### config.mk
export PLATFORM = sky130hd
export DESIGN_NAME = uart_receiver
export DESIGN_NICKNAME = d
export VERILOG_FILES = /design/src/rtl/uart_receiver_pkg.sv /design/src/rtl/uart_baud_tick.sv /design/src/rtl/uart_receiver.sv
export SDC_FILE = /design/constraint.sdc
export NUM_CORES = 1
export LEC_CHECK = 0
export CORE_ASPECT_RATIO = 0.7
export CORE_MARGIN = 2
export CORE_UTILIZATION = 50
export CTS_CLUSTER_DIAMETER = 80
export DETAILED_ROUTE_END_ITERATION = 6
export MAX_ROUTING_LAYER = met4
export PLACE_DENSITY = 0.7
export SYNTH_ARGS = -nofsm -noshare
export SYNTH_HDL_FRONTEND = slang
export SYNTH_SLANG_ARGS = --single-unit
### constraint.sdc
create_clock -name clk -period 2.4 [get_ports clk]
set_clock_uncertainty 0.05 [all_clocks]
set_input_delay 0.48 -clock clk [delete_from_list [all_inputs] [get_ports clk]]
set_output_delay 0.48 -clock clk [all_outputs]
set_load 0.01 [all_outputs]
### src/rtl/uart_receiver_pkg.sv
// ---------------------------------------------------------------------------
// uart_receiver_pkg
// Shared types and constants for the UART receive front end.
//   UartRxState_t   : receiver FSM state encoding
//   UART_OVERSAMPLE : ticks per bit period
//   calc_div        : rounded clocks-per-oversample-tick from clock and baud
// ---------------------------------------------------------------------------
package uart_receiver_pkg;

    typedef enum logic [2:0] {
        IDLE,
        START,
        DATA,
        STOP,
        BREAK
    } UartRxState_t;

    localparam int UART_OVERSAMPLE = 16;

    // Rounded division: round(clk_freq / (baud * 16)), never below 1.
    function automatic int calc_div(input int clk_freq, input int baud);
        int d;
        d = (clk_freq + (baud * UART_OVERSAMPLE) / 2) / (baud * UART_OVERSAMPLE);
        return (d < 1) ? 1 : d;
    endfunction

endpackage

### src/rtl/uart_baud_tick.sv
// ---------------------------------------------------------------------------
// uart_baud_tick
// Oversample tick generator. Counts 0..DIV-1 and flags the last count.
//   clk     : system clock
//   rst     : synchronous active-high reset
//   restart : forces the counter back to 0 (aligns ticks to a start edge)
//   tick    : high while the counter sits at DIV-1
// ---------------------------------------------------------------------------
module uart_baud_tick #(
    parameter int DIV = 1
) (
    input  logic clk,
    input  logic rst,
    input  logic restart,
    output logic tick
);

    // A one-bit counter is kept even for DIV=1 so the width is never zero.
    localparam int CW = (DIV > 1) ? $clog2(DIV) : 1;
    localparam logic [CW-1:0] LAST = CW'(DIV - 1);

    logic [CW-1:0] cnt_reg;

    always_ff @(posedge clk) begin
        if (rst) begin
            cnt_reg <= '0;
        end else if (restart || (cnt_reg == LAST)) begin
            cnt_reg <= '0;
        end else begin
            cnt_reg <= cnt_reg + 1'b1;
        end
    end

    assign tick = (cnt_reg == LAST);

endmodule

### src/rtl/uart_receiver.sv
// ---------------------------------------------------------------------------
// uart_receiver
// 16x oversampling 8N1 receiver feeding the VT100 parser (no backpressure).
//   clk        : system clock
//   rst        : synchronous active-high reset
//   rxd        : asynchronous serial input, idle high
//   data       : last good byte (changes only together with dataReady)
//   dataReady  : one-cycle strobe, data valid in that cycle
//   frameError : one-cycle strobe when the stop bit sampled low
// ---------------------------------------------------------------------------
module uart_receiver
    import uart_receiver_pkg::*;
#(
    parameter int CLK_FREQ = 100_000_000,
    parameter int BAUD     = 115200,
    parameter int DIV      = calc_div(CLK_FREQ, BAUD)
) (
    input  logic       clk,
    input  logic       rst,
    input  logic       rxd,
    output logic [7:0] data,
    output logic       dataReady,
    output logic       frameError
);

    // ---------------- synchroniser ----------------
    logic sync1_reg;
    logic rxs_reg;

    always_ff @(posedge clk) begin
        if (rst) begin
            sync1_reg <= 1'b1;
            rxs_reg   <= 1'b1;
        end else begin
            sync1_reg <= rxd;
            rxs_reg   <= sync1_reg;
        end
    end

    // ---------------- tick generator ----------------
    logic tick;
    logic restart;

    uart_baud_tick #(
        .DIV (DIV)
    ) u_tick (
        .clk     (clk),
        .rst     (rst),
        .restart (restart),
        .tick    (tick)
    );

    // ---------------- state and datapath registers ----------------
    UartRxState_t state_reg;
    UartRxState_t state_next;

    logic [3:0] sc_reg;        // tick within bit, wraps every 16 ticks
    logic [2:0] bc_reg;        // data bit index
    logic [2:0] samp_reg;      // samples taken at ticks 7, 8, 9
    logic       bit_valid_reg; // a data bit has been voted in this bit period
    logic [7:0] shift_reg;
    logic [7:0] data_reg;
    logic       ready_reg;
    logic       ferr_reg;

    // ---------------- majority voter ----------------
    function automatic logic maj3(input logic a, input logic b, input logic c);
        return (a & b) | (a & c) | (b & c);
    endfunction

    // At tick 9 the third sample is still on rxs, so vote on it directly.
    logic vote_now;
    logic vote_held;
    logic at_tick9;
    logic at_tick15;

    assign vote_now  = maj3(samp_reg[0], samp_reg[1], rxs_reg);
    assign vote_held = maj3(samp_reg[0], samp_reg[1], samp_reg[2]);
    assign at_tick9  = tick && (sc_reg == 4'd9);
    assign at_tick15 = tick && (sc_reg == 4'd15);

    // ---------------- FSM: state register ----------------
    always_ff @(posedge clk) begin
        if (rst) begin
            state_reg <= IDLE;
        end else begin
            state_reg <= state_next;
        end
    end

    // ---------------- FSM: next state ----------------
    logic shift_en;

    always_comb begin
        state_next = state_reg;
        case (state_reg)
            IDLE:  if (!rxs_reg) state_next = START;
            START: if (at_tick9) state_next = vote_now ? IDLE : DATA;
            DATA:  if (shift_en && (bc_reg == 3'd7)) state_next = STOP;
            STOP:  if (at_tick9) state_next = vote_now ? IDLE : BREAK;
            BREAK: if (rxs_reg) state_next = IDLE;
            default: state_next = IDLE;
        endcase
    end

    // ---------------- FSM: outputs ----------------
    logic ready_next;
    logic ferr_next;

    always_comb begin
        restart    = 1'b0;
        shift_en   = 1'b0;
        ready_next = 1'b0;
        ferr_next  = 1'b0;
        case (state_reg)
            IDLE:  restart  = !rxs_reg;
            // The first tick 15 after entering DATA still belongs to the
            // start bit; bit_valid_reg keeps it from being shifted in.
            DATA:  shift_en = at_tick15 && bit_valid_reg;
            STOP: begin
                ready_next = at_tick9 && vote_now;
                ferr_next  = at_tick9 && !vote_now;
            end
            default: ;
        endcase
    end

    // ---------------- counters, samples and shift register ----------------
    always_ff @(posedge clk) begin
        if (rst) begin
            sc_reg        <= '0;
            bc_reg        <= '0;
            samp_reg      <= '0;
            bit_valid_reg <= 1'b0;
            shift_reg     <= '0;
        end else begin
            if (restart) begin
                sc_reg <= '0;
            end else if (tick && (state_reg != IDLE) && (state_reg != BREAK)) begin
                sc_reg <= sc_reg + 1'b1;
            end

            if (tick) begin
                case (sc_reg)
                    4'd7:    samp_reg[0] <= rxs_reg;
                    4'd8:    samp_reg[1] <= rxs_reg;
                    4'd9:    samp_reg[2] <= rxs_reg;
                    default: ;
                endcase
            end

            if ((state_reg == START) && at_tick9) begin
                bc_reg        <= '0;
                bit_valid_reg <= 1'b0;
            end else if ((state_reg == DATA) && at_tick9) begin
                bit_valid_reg <= 1'b1;
            end else if (shift_en) begin
                bit_valid_reg <= 1'b0;
            end

            if (shift_en) begin
                shift_reg[bc_reg] <= vote_held;
                bc_reg            <= bc_reg + 1'b1;
            end
        end
    end

    // ---------------- output registers ----------------
    always_ff @(posedge clk) begin
        if (rst) begin
            data_reg  <= '0;
            ready_reg <= 1'b0;
            ferr_reg  <= 1'b0;
        end else begin
            ready_reg <= ready_next;
            ferr_reg  <= ferr_next;
            if (ready_next) begin
                data_reg <= shift_reg;
            end
        end
    end

    assign data       = data_reg;
    assign dataReady  = ready_reg;
    assign frameError = ferr_reg;

endmodule
==> impl_metrics.toml <==
[outcome]
status = "completed"

[yosys]
syn-cell-area_um2 = 1820
yosys.area.top_type = "dfxtp_1"
synth_area_per_cell_um2 = 9.54
ys_ff_latch = 40
yosysUniqueCellTypes = 42
synth_fp_nets = 201
synth_top_area_share_pct = 43.9
syn_inst = 191
ys_warn_count = 0
ys.flop_type = "dfxtp_1"
async_flop_share_pct = 0
synth-edff-count = 0
ys_seq_area_share_pct = 43.9
synth_area_leaders = "dfxtp_1, mux2i_1, nand2_1, ha_1, nor2_1"

[job]
maxCapViolCount = 0

[worst_setup_path]
worst-path-max-fanout = 5
cp_cell_sequence = "ha_1 > nand4_1 > or4_4 > nor4b_4 > mux2i_1"
path_class = "reg -> reg"
cp-end-kind = "flip-flop"
arrival_ns = 2.12
crit_path_max_incr_delay_ns = 0.58
cp_top_family = "simple AND/OR/NAND/NOR gates"
path_buf_inv = 0
crit_slowest_cell = "or4_4"
startpoint_type = "flip-flop"
cp_data_required_time_ns = 2.57

[timing]
setup_slack_ns = 0.456
fmax_mhz = 514
rsz0062_at_grt = "false"
worstMarginPinSlew_ns = 0.890
min_period_ns = 1.94
finalSetupViolations = 0
post-route-period-util_pct = 81.0
setup-tns-final_ns = 0
hold_viol_final = 0
maxSlewHeadroom_pct = 39.9
report.final.slew_viol_count = 0

[detailed_routing]
drt_iter0_markers = 55
via_per_inst = 5.36
wl_per_cell_um = 13.1
drt_wl_total_mm = 3.32
drt_pass1_iterations = 4
drc_errors = 0
vias = 1362
ant_nets = 0

[cells_and_area]
mostFrequentLayoutCells = "dfxtp_1, nand2_1, mux2i_1, nor2_1, clkdlybuf4s50_1"
fillers = 302
final_common_cell = "dfxtp_1"
drive_above_1_share_pct = 10.8
antenna_cells = 0
final_nets = 213
area_delta_synth_final_pct = 14.3

[die]
chipHeight_um = 54.5
rows = 18
die_w_um = 76.2
start_util_pct = 51.9
ioPinCount = 13
die_area_um2 = 4150
core_area_um2 = 3510

[place]
placement.io_buffers = 12
place_ws_ns = 0.472
hpwl_mm = 2.35
place.gp.congestion = 0.882

[grt]
grt_pass1_vias = 1270
grt-ovfl-total = 0
grt_use_total_pct = 17.6
grt_pass1_wl_mm = 5.53
grt_antenna_before_repair = 0
grt_max_degree = 22

[power]
cellLeakagePower_nw = 0.736
power_density_nw_per_um2 = 564
ir_worst_vdd_uv = 436

[clocking]
cts_max_level = 2
ctsResizeCount = 0
clock_path_buffers = 2
clock_latency_ns = 0.29
cts_tree = "done"
hold_buffers = 0
clk_pin_slew_ns = 0.08
numCtsBuffers = 5
cts.sinks = 40
cts_root_buffer = "clkbuf_8"
cts_setup_buffers = 0

[hold_path]
hp-class = "reg -> reg"
synthesized netlist by cell type (2+ instances only):
library cell  instances
nor4_1                2
nand4_1               4
o21ai_0               4
nor2_1               19
a21o_1                2
clkbuf_1              6
nand3b_1              2
nand4b_1              5
mux2i_1              20
nand2_1              24
dfxtp_1              40
inv_1                 4
ha_1                  7
buf_2                 3
xor2_1                2
o21a_1                2
or2_2                 2
nor4b_4               2
xnor2_1               5
nor3_1                6
o41ai_1               2
nand3_1               7
buf_1                 2
kinds of logic (layout without fill, tap and decap cells):
logic type	count (synthesis)	in the layout	share of synthesized area (%)
multiplexers	20	20	11.0
flip-flops	40	40	43.9
buffers and inverters	16	29	3.50
XOR/XNOR	7	7	3.36
AO/OA/AOI/OAI	17	17	6.73
adder cells (fa/ha/maj)	8	8	5.35
AND/OR/NAND/NOR	83	83	26.2
power breakdown:
group / internal (mW) / switching, mW
clock network: 0.234 / 0.226
registers: 0.670 / 0.00930
logic: 0.0149 / 0.0216
final timing paths:
check	from	end	slack, ns	depth (start not counted)
hold / removal	sync1_reg	rxs_reg	0.39	1
setup / recovery	sc_reg[0]	shift_reg[2]	0.46	5
setup reg to reg	sc_reg[0]	shift_reg[2]	0.46	5
hold reg to reg	sync1_reg	rxs_reg	0.39	1
worst register-to-register path, delay by kind of cell, from the launching register on:
kind          cells  cell delay [ns]
flops             1             0.42
simple gates      3             1.03
mux               1             0.20
fa+ha+maj         1             0.19
area by class of cell:
| cell class | instances | area [um^2] | area share, % |
|---|---|---|---|
| clock inverters | 1 | 7.51 | 0.360 |
| multi-input cells | 135 | 958 | 46.0 |
| well taps | 50 | 62.6 | 3.00 |
| inverters | 5 | 18.8 | 0.900 |
| clock buffers | 7 | 86.3 | 4.14 |
| flip-flops and latches | 40 | 801 | 38.4 |
| repair buffers | 16 | 150 | 7.20 |
stage by stage:
| stage | area, um^2 | total power, mW | util [%] | hold WS (ns) | cells |
|---|---|---|---|---|---|
| 6_report | 2080 | 1.18 | 59.3 | 0.393 | 254 |
| 5_1_grt | 2080 | 1.22 | 59.3 | 0.397 | 254 |
| 4_1_cts | 2080 | 1.18 | 59.3 | 0.398 | 254 |
| 3_5_place_dp | 1990 | 0.731 | 56.7 | 0.366 | 246 |
| 3_3_place_gp | 1990 | 0.729 | 56.7 | 0.350 | 246 |
| 2_1_floorplan | 1820 | 0.718 | - | 0.339 | 191 |
metal layers:
layer  vias to the layer above  track usage [%]  routed length (um)
met5                         -                -                   0
met4                         0             5.76                  29
met3                         5             4.46                 134
met2                        29             30.4                1540
met1                       633             20.9                1620
li1                        695                -                   -
Power figures use the tool's default switching activity.
